==> src/rtl/mc_ctrl_pkg.sv <==
// Shared encodings for the multicycle ARM-subset control unit: FSM states,
// ALU codes, instruction field codes and datapath mux selects.
package mc_ctrl_pkg;

  typedef enum logic [3:0] {
    S_FETCH,
    S_DECODE,
    S_MEMADR,
    S_MEMREAD,
    S_MEMWB,
    S_MEMWRITE,
    S_EXECR,
    S_EXECI,
    S_ALUWB,
    S_BRANCH
  } state_t;

  localparam logic [2:0] ALU_ADD = 3'b000;
  localparam logic [2:0] ALU_SUB = 3'b001;
  localparam logic [2:0] ALU_AND = 3'b010;
  localparam logic [2:0] ALU_ORR = 3'b011;
  localparam logic [2:0] ALU_EOR = 3'b100;

  localparam logic [1:0] OP_DP    = 2'b00;
  localparam logic [1:0] OP_MEM   = 2'b01;
  localparam logic [1:0] OP_BR    = 2'b10;
  localparam logic [1:0] OP_UNDEF = 2'b11;

  // Data-processing command field Funct[4:1]
  localparam logic [3:0] CMD_AND = 4'b0000;
  localparam logic [3:0] CMD_EOR = 4'b0001;
  localparam logic [3:0] CMD_SUB = 4'b0010;
  localparam logic [3:0] CMD_ADD = 4'b0100;
  localparam logic [3:0] CMD_TST = 4'b1000;
  localparam logic [3:0] CMD_CMP = 4'b1010;
  localparam logic [3:0] CMD_ORR = 4'b1100;

  localparam logic [3:0] COND_EQ = 4'b0000;
  localparam logic [3:0] COND_NE = 4'b0001;
  localparam logic [3:0] COND_CS = 4'b0010;
  localparam logic [3:0] COND_CC = 4'b0011;
  localparam logic [3:0] COND_MI = 4'b0100;
  localparam logic [3:0] COND_PL = 4'b0101;
  localparam logic [3:0] COND_VS = 4'b0110;
  localparam logic [3:0] COND_VC = 4'b0111;
  localparam logic [3:0] COND_HI = 4'b1000;
  localparam logic [3:0] COND_LS = 4'b1001;
  localparam logic [3:0] COND_GE = 4'b1010;
  localparam logic [3:0] COND_LT = 4'b1011;
  localparam logic [3:0] COND_GT = 4'b1100;
  localparam logic [3:0] COND_LE = 4'b1101;
  localparam logic [3:0] COND_AL = 4'b1110;
  localparam logic [3:0] COND_NV = 4'b1111;

  localparam logic [1:0] RES_ALUOUT    = 2'b00;
  localparam logic [1:0] RES_DATA      = 2'b01;
  localparam logic [1:0] RES_ALURESULT = 2'b10;

  localparam logic [1:0] SRCB_RD2  = 2'b00;
  localparam logic [1:0] SRCB_IMM  = 2'b01;
  localparam logic [1:0] SRCB_FOUR = 2'b10;

  typedef struct packed {
    logic       legal;
    logic [2:0] alu;
    logic       no_write;
    logic       arith;
  } dp_dec_t;

endpackage

==> src/rtl/mc_condunit.sv <==
// Condition unit: architectural NZCV flag register, condition evaluation
// against the stored flags, and the per-instruction CondQ latch.
module mc_condunit
  import mc_ctrl_pkg::*;
(
  input  logic       clk,
  input  logic       reset,
  input  logic [3:0] i_cond,
  input  logic [3:0] i_alu_flags,
  input  logic [1:0] i_flag_w,
  input  logic       i_cond_load,
  output logic       o_cond_q
);

  logic [3:0] r_flags;
  logic       r_cond_q;
  logic       w_cond_ex;
  logic       w_n, w_z, w_c, w_v;

  assign {w_n, w_z, w_c, w_v} = r_flags;

  // NOTE: every signal driven in an always_comb gets a default first, so no
  // path through the block can leave it unassigned and infer a latch.
  always_comb begin
    w_cond_ex = 1'b0;
    case (i_cond)
      COND_EQ: w_cond_ex = w_z;
      COND_NE: w_cond_ex = ~w_z;
      COND_CS: w_cond_ex = w_c;
      COND_CC: w_cond_ex = ~w_c;
      COND_MI: w_cond_ex = w_n;
      COND_PL: w_cond_ex = ~w_n;
      COND_VS: w_cond_ex = w_v;
      COND_VC: w_cond_ex = ~w_v;
      COND_HI: w_cond_ex = w_c & ~w_z;
      COND_LS: w_cond_ex = ~w_c | w_z;
      COND_GE: w_cond_ex = (w_n == w_v);
      COND_LT: w_cond_ex = (w_n != w_v);
      COND_GT: w_cond_ex = ~w_z & (w_n == w_v);
      COND_LE: w_cond_ex = w_z | (w_n != w_v);
      COND_AL: w_cond_ex = 1'b1;
      COND_NV: w_cond_ex = 1'b0;
      default: w_cond_ex = 1'b0;
    endcase
  end

  // NOTE: sequential state uses non-blocking assignments so every register
  // samples pre-edge values regardless of statement order.
  always_ff @(posedge clk or negedge reset) begin
    if (!reset) begin
      r_flags  <= 4'b0000;
      r_cond_q <= 1'b0;
    end else begin
      if (i_flag_w[1]) r_flags[3:2] <= i_alu_flags[3:2];
      if (i_flag_w[0]) r_flags[1:0] <= i_alu_flags[1:0];
      if (i_cond_load) r_cond_q <= w_cond_ex;
    end
  end

  assign o_cond_q = r_cond_q;

endmodule

==> src/rtl/mc_controller.sv <==
// Multicycle ARM-subset control unit: instruction-step FSM, Funct decoder,
// conditional-execution gating and illegal-instruction flagging.
module mc_controller
  import mc_ctrl_pkg::*;
#(
  parameter int ALUCTRL_W  = 3,
  parameter bit EN_EOR     = 1'b1,
  parameter bit EN_NOWRITE = 1'b1
) (
  input  logic                 clk,
  input  logic                 reset,
  input  logic [19:0]          Instr,
  input  logic [3:0]           ALUFlags,
  input  logic                 MemReady,
  output logic                 PCWrite,
  output logic                 AdrSrc,
  output logic                 MemWrite,
  output logic                 IRWrite,
  output logic [1:0]           ResultSrc,
  output logic                 ALUSrcA,
  output logic [1:0]           ALUSrcB,
  output logic [1:0]           RegSrc,
  output logic                 RegWrite,
  output logic [1:0]           ImmSrc,
  output logic [ALUCTRL_W-1:0] ALUControl,
  output logic                 Illegal
);

  state_t     r_state;
  logic [3:0] w_cond;
  logic [1:0] w_op;
  logic [5:0] w_funct;
  logic [3:0] w_rd;
  logic       w_unused_rn;
  dp_dec_t    w_dec;
  logic       w_illegal_instr;
  logic       w_cond_q;
  logic       w_s_flags;
  logic [1:0] w_flag_w;
  logic [2:0] w_alu;

  logic       w_fetch_pcw, w_adr_src, w_mem_w, w_ir_write, w_src_a;
  logic [1:0] w_res_src, w_src_b;
  logic       w_reg_w, w_branch, w_alu_op, w_cond_load, w_flag_upd, w_illegal;

  assign w_cond      = Instr[19:16];
  assign w_op        = Instr[15:14];
  assign w_funct     = Instr[13:8];
  assign w_rd        = Instr[3:0];
  assign w_unused_rn = ^Instr[7:4];

  always_comb begin
    w_dec = '{legal: 1'b1, alu: ALU_ADD, no_write: 1'b0, arith: 1'b0};
    case (w_funct[4:1])
      CMD_ADD: w_dec = '{legal: 1'b1, alu: ALU_ADD, no_write: 1'b0, arith: 1'b1};
      CMD_SUB: w_dec = '{legal: 1'b1, alu: ALU_SUB, no_write: 1'b0, arith: 1'b1};
      CMD_AND: w_dec = '{legal: 1'b1, alu: ALU_AND, no_write: 1'b0, arith: 1'b0};
      CMD_ORR: w_dec = '{legal: 1'b1, alu: ALU_ORR, no_write: 1'b0, arith: 1'b0};
      CMD_EOR: w_dec = '{legal: EN_EOR, alu: ALU_EOR, no_write: 1'b0, arith: 1'b0};
      CMD_CMP: w_dec = '{legal: EN_NOWRITE, alu: ALU_SUB, no_write: EN_NOWRITE, arith: 1'b1};
      CMD_TST: w_dec = '{legal: EN_NOWRITE, alu: ALU_AND, no_write: EN_NOWRITE, arith: 1'b0};
      default: w_dec = '{legal: 1'b0, alu: ALU_ADD, no_write: 1'b0, arith: 1'b0};
    endcase
  end

  assign w_illegal_instr = (w_op == OP_UNDEF) || ((w_op == OP_DP) && !w_dec.legal);

  always_ff @(posedge clk or negedge reset) begin
    if (!reset) begin
      r_state <= S_FETCH;
    end else begin
      case (r_state)
        S_FETCH:    if (MemReady) r_state <= S_DECODE;
        S_DECODE: begin
          if (w_illegal_instr) begin
            r_state <= S_FETCH;
          end else begin
            case (w_op)
              OP_DP:   r_state <= w_funct[5] ? S_EXECI : S_EXECR;
              OP_MEM:  r_state <= S_MEMADR;
              OP_BR:   r_state <= S_BRANCH;
              default: r_state <= S_FETCH;
            endcase
          end
        end
        S_MEMADR:   r_state <= w_funct[0] ? S_MEMREAD : S_MEMWRITE;
        S_MEMREAD:  if (MemReady) r_state <= S_MEMWB;
        S_MEMWB:    r_state <= S_FETCH;
        S_MEMWRITE: if (MemReady) r_state <= S_FETCH;
        S_EXECR:    r_state <= S_ALUWB;
        S_EXECI:    r_state <= S_ALUWB;
        S_ALUWB:    r_state <= S_FETCH;
        S_BRANCH:   r_state <= S_FETCH;
        default:    r_state <= S_FETCH;
      endcase
    end
  end

  // Moore decode of the current state; only FETCH also looks at MemReady.
  always_comb begin
    w_fetch_pcw = 1'b0;
    w_adr_src   = 1'b0;
    w_mem_w     = 1'b0;
    w_ir_write  = 1'b0;
    w_src_a     = 1'b0;
    w_res_src   = RES_ALUOUT;
    w_src_b     = SRCB_RD2;
    w_reg_w     = 1'b0;
    w_branch    = 1'b0;
    w_alu_op    = 1'b0;
    w_cond_load = 1'b0;
    w_flag_upd  = 1'b0;
    w_illegal   = 1'b0;
    case (r_state)
      S_FETCH: begin
        w_ir_write  = MemReady;
        w_fetch_pcw = MemReady;
        w_src_a     = 1'b1;
        w_src_b     = SRCB_FOUR;
        w_res_src   = RES_ALURESULT;
      end
      S_DECODE: begin
        w_src_a     = 1'b1;
        w_src_b     = SRCB_FOUR;
        w_res_src   = RES_ALURESULT;
        w_cond_load = 1'b1;
        w_illegal   = w_illegal_instr;
      end
      S_MEMADR:   w_src_b = SRCB_IMM;
      S_MEMREAD:  w_adr_src = 1'b1;
      S_MEMWB: begin
        w_res_src = RES_DATA;
        w_reg_w   = 1'b1;
      end
      S_MEMWRITE: begin
        w_adr_src = 1'b1;
        w_mem_w   = 1'b1;
      end
      S_EXECR: begin
        w_src_b    = SRCB_RD2;
        w_alu_op   = 1'b1;
        w_flag_upd = 1'b1;
      end
      S_EXECI: begin
        w_src_b    = SRCB_IMM;
        w_alu_op   = 1'b1;
        w_flag_upd = 1'b1;
      end
      S_ALUWB: begin
        w_res_src = RES_ALUOUT;
        w_reg_w   = ~w_dec.no_write;
      end
      S_BRANCH: begin
        w_src_b   = SRCB_IMM;
        w_res_src = RES_ALURESULT;
        w_branch  = 1'b1;
      end
      default: ;
    endcase
  end

  // CMP/TST always set flags; C,V only follow arithmetic results.
  assign w_s_flags = w_flag_upd & (w_funct[0] | w_dec.no_write) & w_cond_q;
  assign w_flag_w  = {w_s_flags, w_s_flags & w_dec.arith};
  assign w_alu     = w_alu_op ? w_dec.alu : ALU_ADD;

  mc_condunit u_condunit (
    .clk         (clk),
    .reset       (reset),
    .i_cond      (w_cond),
    .i_alu_flags (ALUFlags),
    .i_flag_w    (w_flag_w),
    .i_cond_load (w_cond_load),
    .o_cond_q    (w_cond_q)
  );

  // Outputs are forced low combinationally so an aborting reset cannot let
  // any write strobe through before the next clock edge.
  assign PCWrite    = reset & (w_fetch_pcw |
                               ((w_branch | (w_reg_w & (w_rd == 4'hF))) & w_cond_q));
  assign AdrSrc     = reset & w_adr_src;
  assign MemWrite   = reset & w_mem_w & w_cond_q;
  assign IRWrite    = reset & w_ir_write;
  assign ResultSrc  = reset ? w_res_src : 2'b00;
  assign ALUSrcA    = reset & w_src_a;
  assign ALUSrcB    = reset ? w_src_b : 2'b00;
  assign RegSrc     = reset ? {(w_op == OP_MEM) & ~w_funct[0], w_op == OP_BR} : 2'b00;
  assign RegWrite   = reset & w_reg_w & w_cond_q;
  assign ImmSrc     = reset ? w_op : 2'b00;
  assign ALUControl = reset ? ALUCTRL_W'(w_alu) : '0;
  assign Illegal    = reset & w_illegal;

endmodule
==> config.mk <==
export PLATFORM = sky130hd
export DESIGN_NAME = mc_controller
export DESIGN_NICKNAME = d
export VERILOG_FILES = /design/src/rtl/mc_ctrl_pkg.sv /design/src/rtl/mc_condunit.sv /design/src/rtl/mc_controller.sv
export SDC_FILE = /design/constraint.sdc
export NUM_CORES = 1
export LEC_CHECK = 0
export BUFFER_PORTS_ARGS = -buffer_cell sky130_fd_sc_hd__buf_2
export CORE_MARGIN = 4
export CORE_UTILIZATION = 40
export CTS_BUF_LIST = sky130_fd_sc_hd__clkbuf_4 sky130_fd_sc_hd__clkbuf_8
export DETAILED_ROUTE_END_ITERATION = 8
export GPL_TIMING_DRIVEN = 1
export PLACE_DENSITY = 0.8
export SKIP_LAST_GASP = 1
export SYNTH_ARGS = -nofsm -noshare
export SYNTH_HDL_FRONTEND = slang
export SYNTH_HIERARCHICAL = 1
export SYNTH_SLANG_ARGS = --single-unit
==> constraint.sdc <==
create_clock -name clk -period 1.8 [get_ports clk]
set_input_delay 0.27 -clock clk [delete_from_list [all_inputs] [get_ports clk]]
set_output_delay 0.27 -clock clk [all_outputs]
set_load 0.01 [all_outputs]
==> results of run 1 <==
## state kept, by name, summed over array words and instances, names as in the netlist
name and cells:
r_state 4, u_condunit/o_cond_q 1, u_condunit/r_flags 4
## worst paths after layout
check / from / to / slack [ns] / cells after the start
worst max register to register: r_state[1] / u_condunit/r_flags[1] / 0.21 / 5
min in group asynchronous: reset / u_condunit/r_flags[2] / 0.68 / 3
worst max-delay path: r_state[1] / PCWrite / 0.05 / 5
worst min-delay path: ALUFlags[2] / u_condunit/r_flags[2] / 0.23 / 3
max in group asynchronous: reset / r_state[0] / 0.80 / 3
worst min register to register: u_condunit/r_flags[1] / u_condunit/r_flags[1] / 0.55 / 1
## final cells by class
cell class / instances / area share
Tap cell: 28 / 0.0281
Clock buffer: 4 / 0.0241
Inverter: 6 / 0.0181
Sequential cell: 9 / 0.183
Multi-Input combinational cell: 93 / 0.515
Timing Repair Buffer: 51 / 0.232
## placed cells by master, fill, tap and decap left out, types with 4 or more instances in the layout
| cell type | count |
|---|---|
| a21oi_1 | 4 |
| buf_2 | 40 |
| buf_4 | 9 |
| clkbuf_4 | 4 |
| dfrtp_1 | 7 |
| inv_1 | 6 |
| nand2_1 | 8 |
| nand2b_1 | 5 |
| nor2_1 | 9 |
| nor4_1 | 4 |
| o21ai_0 | 7 |
## timing repair
item	4_1_cts	5_1_grt
setup buffers	0	4
pin swaps	0	0
setup endpoints to repair	1	5
hold endpoints to repair	9	0
gates resized for setup	2	4
hold buffers	1	0
## through the flow
stage | area, sq um | total power (W) | cells | hold WS, ns
after floorplan | 918 | 0.000923 | 113 | -0.0256
after global placement | 1150 | 0.00107 | 182 | 0.246
after detailed placement | 1150 | 0.00109 | 182 | 0.236
after CTS | 1200 | 0.00127 | 187 | 0.225
after global routing | 1240 | 0.00146 | 191 | 0.234
final | 1240 | 0.00136 | 191 | 0.226
## per-layer routing
layer / part of all wire / GRT usage
met1: 0.43 / 0.208
met2: 0.48 / 0.270
met5: 0 / 0
met4: 0.0042 / 0.0610
met3: 0.086 / 0.0255
## critical path, stage by stage (launching register included)
cell	delay, ns
dfrtp_2	0.40
nand2b_4	0.16
nor2_1	0.05
and3_2	0.21
a211o_1	0.26
buf_2	0.14
## where the power goes
group          switching, W  internal, W
sequential        0.0000780     0.000269
combinational      0.000445     0.000396
clock             0.0000690     0.000100
total              0.000591     0.000765
## kinds of logic after synthesis
| logic type | synth area share |
|---|---|
| xor gates and xnor gates | 0.0191 |
| DFF | 0.245 |
| buffers and inverters | 0.0736 |
| AOI/OAI and AO/OA | 0.215 |
| and+or+nand+nor | 0.377 |
| muxes | 0.0695 |
==> flow_summary_export.csv, run 1 <==
group,metric,value,unit
synth,synth_largest_area_cell,"dfrtp_1",
cells_and_area,fillers,233,
floorplanning,dieArea,3130,sq um
cells_and_area,drive_above_1_share,0.436,
clocking,cts.sinks,9,
cells_and_area,final_util,0.568,
synth,ys.flop_type,"dfrtp_1",
setup_path,critPathLaunchType,"flop",
synth,yosys.cell_count.top_type,"nor2_1",
clocking,htreeDepth,1,
power_and_ir_drop,p_leak,0.641,nW
sta,final_max_slew_viol_count,0,
clocking,clock_latency,0.26,ns
power_and_ir_drop,ir_worst_vdd,0.644,mV
status,outcome,"completed",
synth,synth_fp_nets,140,
min_path,worstHoldPathType,"in -> reg",
clocking,cts_made_buffers,3,
global_route,grt.overflow.total,0,
floorplanning,io_pins,45,
detailed_routing,remaining_drc_errors,0,
run,drv_cap,0,
synth,yosysUniqueCellTypes,45,
detailed_routing,wl_per_cell,13.8,um
synth,synth_top_cell_area_share,0.245,
synth,synth_common_cells,"nor2_1, dfrtp_1, nand2_1, o21ai_0",
sta,post-route-period-util,0.972,
setup_path,cp.required,1.53,ns
sta,worst_slack,0.0510,ns
placement,dpl_worst_slack,0.0482,ns
detailed_routing,routed_wl,2.63,mm
floorplanning,start_util,0.419,
sta,slew-limit-headroom,0.723,
synth,synth.avg_cell_area,8.13,sq um
sta,finClkSkew,0.00545,ns
floorplanning,die_w,55.9,um
sta,worst_pin_slew,0.414,ns
setup_path,cp_max_fo,6,
synth,synth_seq_cells,9,
sta,min_period,1.75,ns
power_and_ir_drop,powerDensity,1090,nW/um^2
sta,max_freq,572,MHz
cells_and_area,layout.nets,191,
clocking,cts_tree,"done",
synth,yosysWarnings,6,
sta,hold_viol,0,
synth,netlist_area,918,sq um
sta,setup_violations,0,
synth,netlist_instances,113,
placement,dp_hpwl,2.05,mm
setup_path,crit_arrival,1.48,ns
cells_and_area,multi_input_area,641,sq um
synth,synth.area.top_cells,"dfrtp_1, nand2b_1, nor2_1",
clocking,clockBufferDepth,2,
floorplanning,dieHeight,55.9,um
global_route,grt_max_degree,13,
detailed_routing,drt-pass1-iter-count,4,
sta,grt_setup_unrepaired,"true",
detailed_routing,vias,1060,
detailed_routing,first_iter_violations,37,
global_route,grt_usage,0.161,
clocking,cts_root_buffer,"clkbuf_4",
synth,synth_edf_count,0,
sta,tns,0,ns
floorplanning,core,2190,sq um
cells_and_area,synthToLayoutAreaGrowth,35.6,%
synth,async_flop_share,1.00,
detailed_routing,avgViaCountPerCell,5.55,
placement,routabilityCongestion,0.805,
floorplanning,std_cell_rows,17,
global_route,grt_pass1_vias,950,
global_route,grt_first_pass_wirelength,4.11,mm
setup_path,end_kind,"output pin",
cells_and_area,diodes,0,
synth,synth_seq_area_share,0.245,
setup_path,worst-setup-path-type,"reg -> out",
global_route,grt_antenna_before_repair,0,
cells_and_area,final-seq-area,228,sq um
clocking,clk_pin_slew,0.06,ns
placement,portBuffers,40,
detailed_routing,final_antenna_net_count,0,
Power figures use the tool's default switching activity.
==> inputs of run 2 (changes only) <==
- PLACE_DENSITY: 0.8 -> 0.83
- clock period: 1.8 -> 1.4 ns (I/O delays scaled with it)
==> run 2 against run 1 <==
Effect of this change: the run now ends with negative setup slack left; critical path depth did not move; sequential share of layout area fell by 3.4 points; count of clock-buffer cells in the layout did not move; final area rose by 23%; total power rose by 73%; core utilization rose by 13 points; sequential power rose by 33%; register-to-register slack got worse by 0.38 ns; critical endpoint unchanged.
==> flow_summary_export.csv, run 2 (synthesis results as in run 1) <==
group,metric,value,unit
power_and_ir_drop,switching_share,0.439,
global_route,grt.overflow.total,0,
clocking,cts_made_buffers,3,
sta,min_period,1.69,ns
global_route,grt_first_pass_wirelength,5.18,mm
detailed_routing,avgViaCountPerCell,5.89,
floorplanning,die_w,55.9,um
detailed_routing,drt-pass1-iter-count,4,
floorplanning,core,2190,sq um
setup_path,worst-setup-path-type,"reg -> out",
power_and_ir_drop,p_seq_frac,0.197,
global_route,grt_antenna_before_repair,0,
status,outcome,"complete, but fails checks",
cells_and_area,layout.nets,209,
setup_path,crit_arrival,1.48,ns
sta,hold_viol,0,
sta,worst_pin_slew,0.448,ns
clocking,clockBufferDepth,2,
sta,setup_violations,21,
floorplanning,std_cell_rows,17,
clocking,clock_latency,0.26,ns
cells_and_area,final_common_cell,"buf_2",
cells_and_area,diodes,0,
global_route,grt_usage,0.200,
placement,dpl_worst_slack,-0.184,ns
detailed_routing,vias,1230,
sta,finClkSkew,0.00640,ns
sta,final_max_slew_viol_count,0,
detailed_routing,routed_wl,3.42,mm
global_route,grt_pass1_vias,1207,
status,violations,"negative setup slack",
setup_path,slowest_stage,"dfrtp_1",
clocking,clk_pin_slew,0.07,ns
cells_and_area,final_cell_mix,"buf_2, buf_4, nand2_1, nor2_1, dfrtp_1",
setup_path,end_kind,"output pin",
setup_path,cp_cell_sequence,"nand2b_4 > o21ai_2 > and3_4 > a211o_1 > buf_2",
floorplanning,io_pins,45,
clocking,htreeDepth,1,
sta,slew-limit-headroom,0.700,
sta,max_freq,590,MHz
setup_path,cp.required,1.19,ns
floorplanning,dieHeight,55.9,um
setup_path,critPathLaunchType,"flop",
sta,grt_setup_unrepaired,"true",
power_and_ir_drop,p_leak,0.764,nW
power_and_ir_drop,combPwrFrac,0.709,
setup_path,cp_top_family,"flip-flops",
setup_path,cp_max_fo,4,
placement,routabilityCongestion,0.855,
detailed_routing,first_iter_violations,36,
power_and_ir_drop,ir_worst_vdd,0.861,mV
power_and_ir_drop,p_int,0.00132,W
placement,portBuffers,40,
detailed_routing,final_antenna_net_count,0,
clocking,cts_tree,"done",
sta,whs,0.188,ns
detailed_routing,wl_per_cell,16.4,um
power_and_ir_drop,powerDensity,1530,nW/um^2
floorplanning,start_util,0.419,
power_and_ir_drop,switchingPower,0.00103,W
cells_and_area,final_util,0.700,
run,drv_cap,0,
min_path,worstHoldPathType,"in -> reg",
setup_path,max_stage_delay,0.41,ns
power_and_ir_drop,clockPowerShare,0.094,
detailed_routing,remaining_drc_errors,0,
floorplanning,dieArea,3130,sq um
sta,post-route-period-util,1.21,
placement,dp_hpwl,2.42,mm
global_route,grt_max_degree,10,
cells_and_area,drive_above_1_share,0.586,
clocking,cts_root_buffer,"clkbuf_4",
clocking,cts.sinks,9,
cells_and_area,synthToLayoutAreaGrowth,66.9,%
sta,worst_slack,-0.294,ns
setup_path,crit_buf_inv,1,
sta,tns,-3.43,ns
run 2: layout make-up:
type / instances / area, sq um
Sequential cell: 9 / 228
Fill cell: 171 / 658
Timing Repair Buffer: 69 / 440
Tap cell: 28 / 35.0
Multi-Input combinational cell: 93 / 777
Clock buffer: 4 / 30.0
Inverter: 6 / 22.5
run 2: worst register-to-register path: cells and delay by family, from the launching register on:
| family | cells | cell delay, ns |
|---|---|---|
| AND/OR/NAND/NOR | 3 | 0.41 |
| AO/OA/AOI/OAI | 1 | 0.18 |
| flip-flops | 1 | 0.42 |
| buffers and inverters | 1 | 0.12 |
| multiplexers | 1 | 0.32 |
run 2: stage by stage:
stage | cells | area [sq um] | total power (W)
2_1_floorplan | 113 | 933 | 0.00120
3_3_place_gp | 198 | 1300 | 0.00157
3_5_place_dp | 198 | 1300 | 0.00164
4_1_cts | 205 | 1420 | 0.00204
5_1_grt | 209 | 1530 | 0.00249
6_report | 209 | 1530 | 0.00235
run 2: power by group through the flow:
stage / Combinational, W / Clock [W] / Sequential (W)
2_1_floorplan: 0.000808 / 0 / 0.000390
3_3_place_gp: 0.00113 / 0 / 0.000445
3_5_place_dp: 0.00119 / 0 / 0.000451
4_1_cts: 0.00136 / 0.000226 / 0.000454
5_1_grt: 0.00177 / 0.000244 / 0.000476
6_report: 0.00166 / 0.000221 / 0.000463
run 2: metal layers:
| metal | GRT usage | wire, um | up-vias |
|---|---|---|---|
| li1 | - | - | 558 |
| met1 | 0.228 | 1360 | 593 |
| met2 | 0.351 | 1750 | 65 |
| met3 | 0.0510 | 257 | 14 |
| met4 | 0.0847 | 60 | 0 |
| met5 | 0 | 0 | - |
run 2: worst paths after layout:
kind	start	endpoint	slack (ns)	cells after the start
worst max-delay path	r_state[3]	PCWrite	-0.29	5
worst min-delay path	Instr[13]	r_state[0]	0.19	3
worst max register to register	r_state[3]	u_condunit/r_flags[1]	-0.17	6
worst min register to register	u_condunit/r_flags[1]	u_condunit/r_flags[1]	0.57	1
max in group asynchronous	reset	r_state[2]	0.43	3
min in group asynchronous	reset	u_condunit/o_cond_q	0.64	3
run 2: timing repair:
item                                    4_1_cts  5_1_grt
setup buffers                                 3        4
endpoints found under the setup margin       16       20
gates resized for setup                      17       15
hold buffers                                  1        0
pin swaps                                     5        7
hold endpoints to repair                      9        0
==> inputs of run 3 (changes only) <==
- GPL_TIMING_DRIVEN: 1 -> 0
==> run 3 against run 2 <==
Effect of this change: global-route usage shrank 0.74 points; critical path depth is 1 higher; largest power group unchanged; non-clock buffer count increased by 2; cell count rose by 0.96%; combinational power grew 11%; maximum frequency shrank 4.8%; largest cell class unchanged; sequential power down 9.1%; the run still ends with negative setup slack left.
==> flow_summary_export.csv, run 3 (synthesis results as in run 1) <==
group,metric,value,unit
status,outcome,"complete, but fails checks",
status,violations,"negative setup slack",
clocking,cts.sinks,9,
sta,finClkSkew,0.00651,ns
setup_path,crit_buf_inv,2,
clocking,cts_made_buffers,3,
floorplanning,die_w,55.9,um
detailed_routing,routed_wl,3.35,mm
clocking,htreeDepth,1,
cells_and_area,stdcell_area,1580,sq um
floorplanning,start_util,0.419,
sta,grt_setup_unrepaired,"true",
cells_and_area,fillers,169,
floorplanning,dieArea,3130,sq um
cells_and_area,diodes,0,
power_and_ir_drop,powerDensity,1570,nW/um^2
cells_and_area,final_cell_mix,"buf_2, buf_4, buf_6",
floorplanning,dieHeight,55.9,um
detailed_routing,remaining_drc_errors,0,
detailed_routing,drt-pass1-iter-count,4,
cells_and_area,final_util,0.723,
setup_path,crit_arrival,1.57,ns
global_route,grt_first_pass_wirelength,4.89,mm
floorplanning,core,2190,sq um
setup_path,slowest_stage,"dfrtp_1",
placement,portBuffers,40,
global_route,grt.overflow.total,0,
setup_path,end_kind,"output pin",
clocking,clock_latency,0.27,ns
clocking,clockBufferDepth,2,
sta,max_freq,562,MHz
setup_path,critPathLaunchType,"flop",
sta,worst_slack,-0.379,ns
min_path,worstHoldPathType,"in -> reg",
detailed_routing,first_iter_violations,28,
setup_path,worst-setup-path-type,"reg -> out",
clocking,cts_root_buffer,"clkbuf_4",
clocking,clk_pin_slew,0.07,ns
sta,whs,0.151,ns
setup_path,cp.required,1.19,ns
placement,routabilityCongestion,0.821,
sta,tns,-4.28,ns
detailed_routing,final_antenna_net_count,0,
setup_path,path_common_cell,"buf_6",
sta,final_max_slew_viol_count,0,
placement,dp_hpwl,2.07,mm
detailed_routing,vias,1198,
cells_and_area,synthToLayoutAreaGrowth,72.5,%
global_route,grt_usage,0.193,
sta,hold_viol,0,
power_and_ir_drop,ir_worst_vdd,1.22,mV
sta,slew-limit-headroom,0.700,
sta,min_period,1.78,ns
sta,worst_pin_slew,0.448,ns
global_route,grt_antenna_before_repair,0,
detailed_routing,avgViaCountPerCell,5.68,
setup_path,cp_max_fo,7,
clocking,cts_tree,"done",
global_route,grt_pass1_vias,1136,
cells_and_area,layout.nets,211,
detailed_routing,wl_per_cell,15.9,um
global_route,grt_max_degree,11,
floorplanning,std_cell_rows,17,
sta,setup_violations,21,
cells_and_area,final_common_cell,"buf_2",
floorplanning,io_pins,45,
placement,dpl_cell_area,1170,sq um
power_and_ir_drop,p_leak,0.792,nW
setup_path,max_stage_delay,0.34,ns
sta,post-route-period-util,1.27,
setup_path,cp_top_family,"simple AND/OR/NAND/NOR gates",
setup_path,r2r_slack,-0.27,ns
setup_path,cp_cell_sequence,"buf_6 > nand2b_4 > o21ai_2 > and3_4 > a211o_1 > buf_6",
cells_and_area,drive_above_1_share,0.579,
run,drv_cap,0,
[run 3: changes by cell type in the layout (fill, tap and decap cells not counted), sizes merged]
cell / previous run / this run
inv: 6 / 5
clkinvlp: 0 / 1
buf: 68 / 70
[run 3: worst paths after layout]
kind | start | to | cells after the start
setup / recovery | r_state[3] | PCWrite | 6
hold / removal | ALUFlags[2] | u_condunit/r_flags[2] | 3
setup reg to reg | r_state[1] | u_condunit/r_flags[1] | 7
hold reg to reg | u_condunit/r_flags[1] | u_condunit/r_flags[1] | 1
max in group asynchronous | reset | r_state[1] | 2
min in group asynchronous | reset | u_condunit/r_flags[3] | 2
[run 3: per-layer routing]
layer / global-route usage / wire, um
met5: 0 / 0
met4: 0.0814 / 83
met3: 0.0325 / 271
met2: 0.367 / 1710
met1: 0.206 / 1290
[run 3: cell type report]
class	instances	area [sq um]	area share
Sequential cell	9	225	0.142
Inverter	6	28.8	0.0182
Clock buffer	4	30.0	0.0190
Timing Repair Buffer	66	447	0.282
Buffer	5	52.6	0.0332
Tap cell	28	35.0	0.0221
Multi-Input combinational cell	93	766	0.483
[run 3: power breakdown]
group / internal [W] / total [W] / switching (W) / leakage [nW]
Clock: 0.000130 / 0.000230 / 0.000101 / 0.0184
Combinational: 0.000954 / 0.00184 / 0.000882 / 0.658
Sequential: 0.000341 / 0.000421 / 0.0000803 / 0.116
[run 3: tightest hold or removal path, cell delays in order]
cell and delay (ns):
buf_2 0.08, nand2_1 0.04, o21ai_0 0.06
[run 3: what timing repair did]
| item | 4_1_cts | 5_1_grt |
|---|---|---|
| hold endpoints to repair | 9 | 0 |
| gates resized for setup | 17 | 19 |
| pin swaps | 5 | 6 |
| hold buffers | 1 | 0 |
| setup buffers | 16 | 10 |
| endpoints found under the setup margin | 17 | 20 |
[run 3: per-stage QoR]
| stage | total power, W | instances | setup WS (ns) |
|---|---|---|---|
| after global routing | 0.00263 | 211 | -0.432 |
| after floorplan | 0.00120 | 113 | -0.0341 |
| after global placement | 0.00144 | 181 | -0.224 |
| after CTS | 0.00211 | 202 | -0.365 |
| final | 0.00249 | 211 | -0.379 |
| after detailed placement | 0.00148 | 181 | -0.278 |
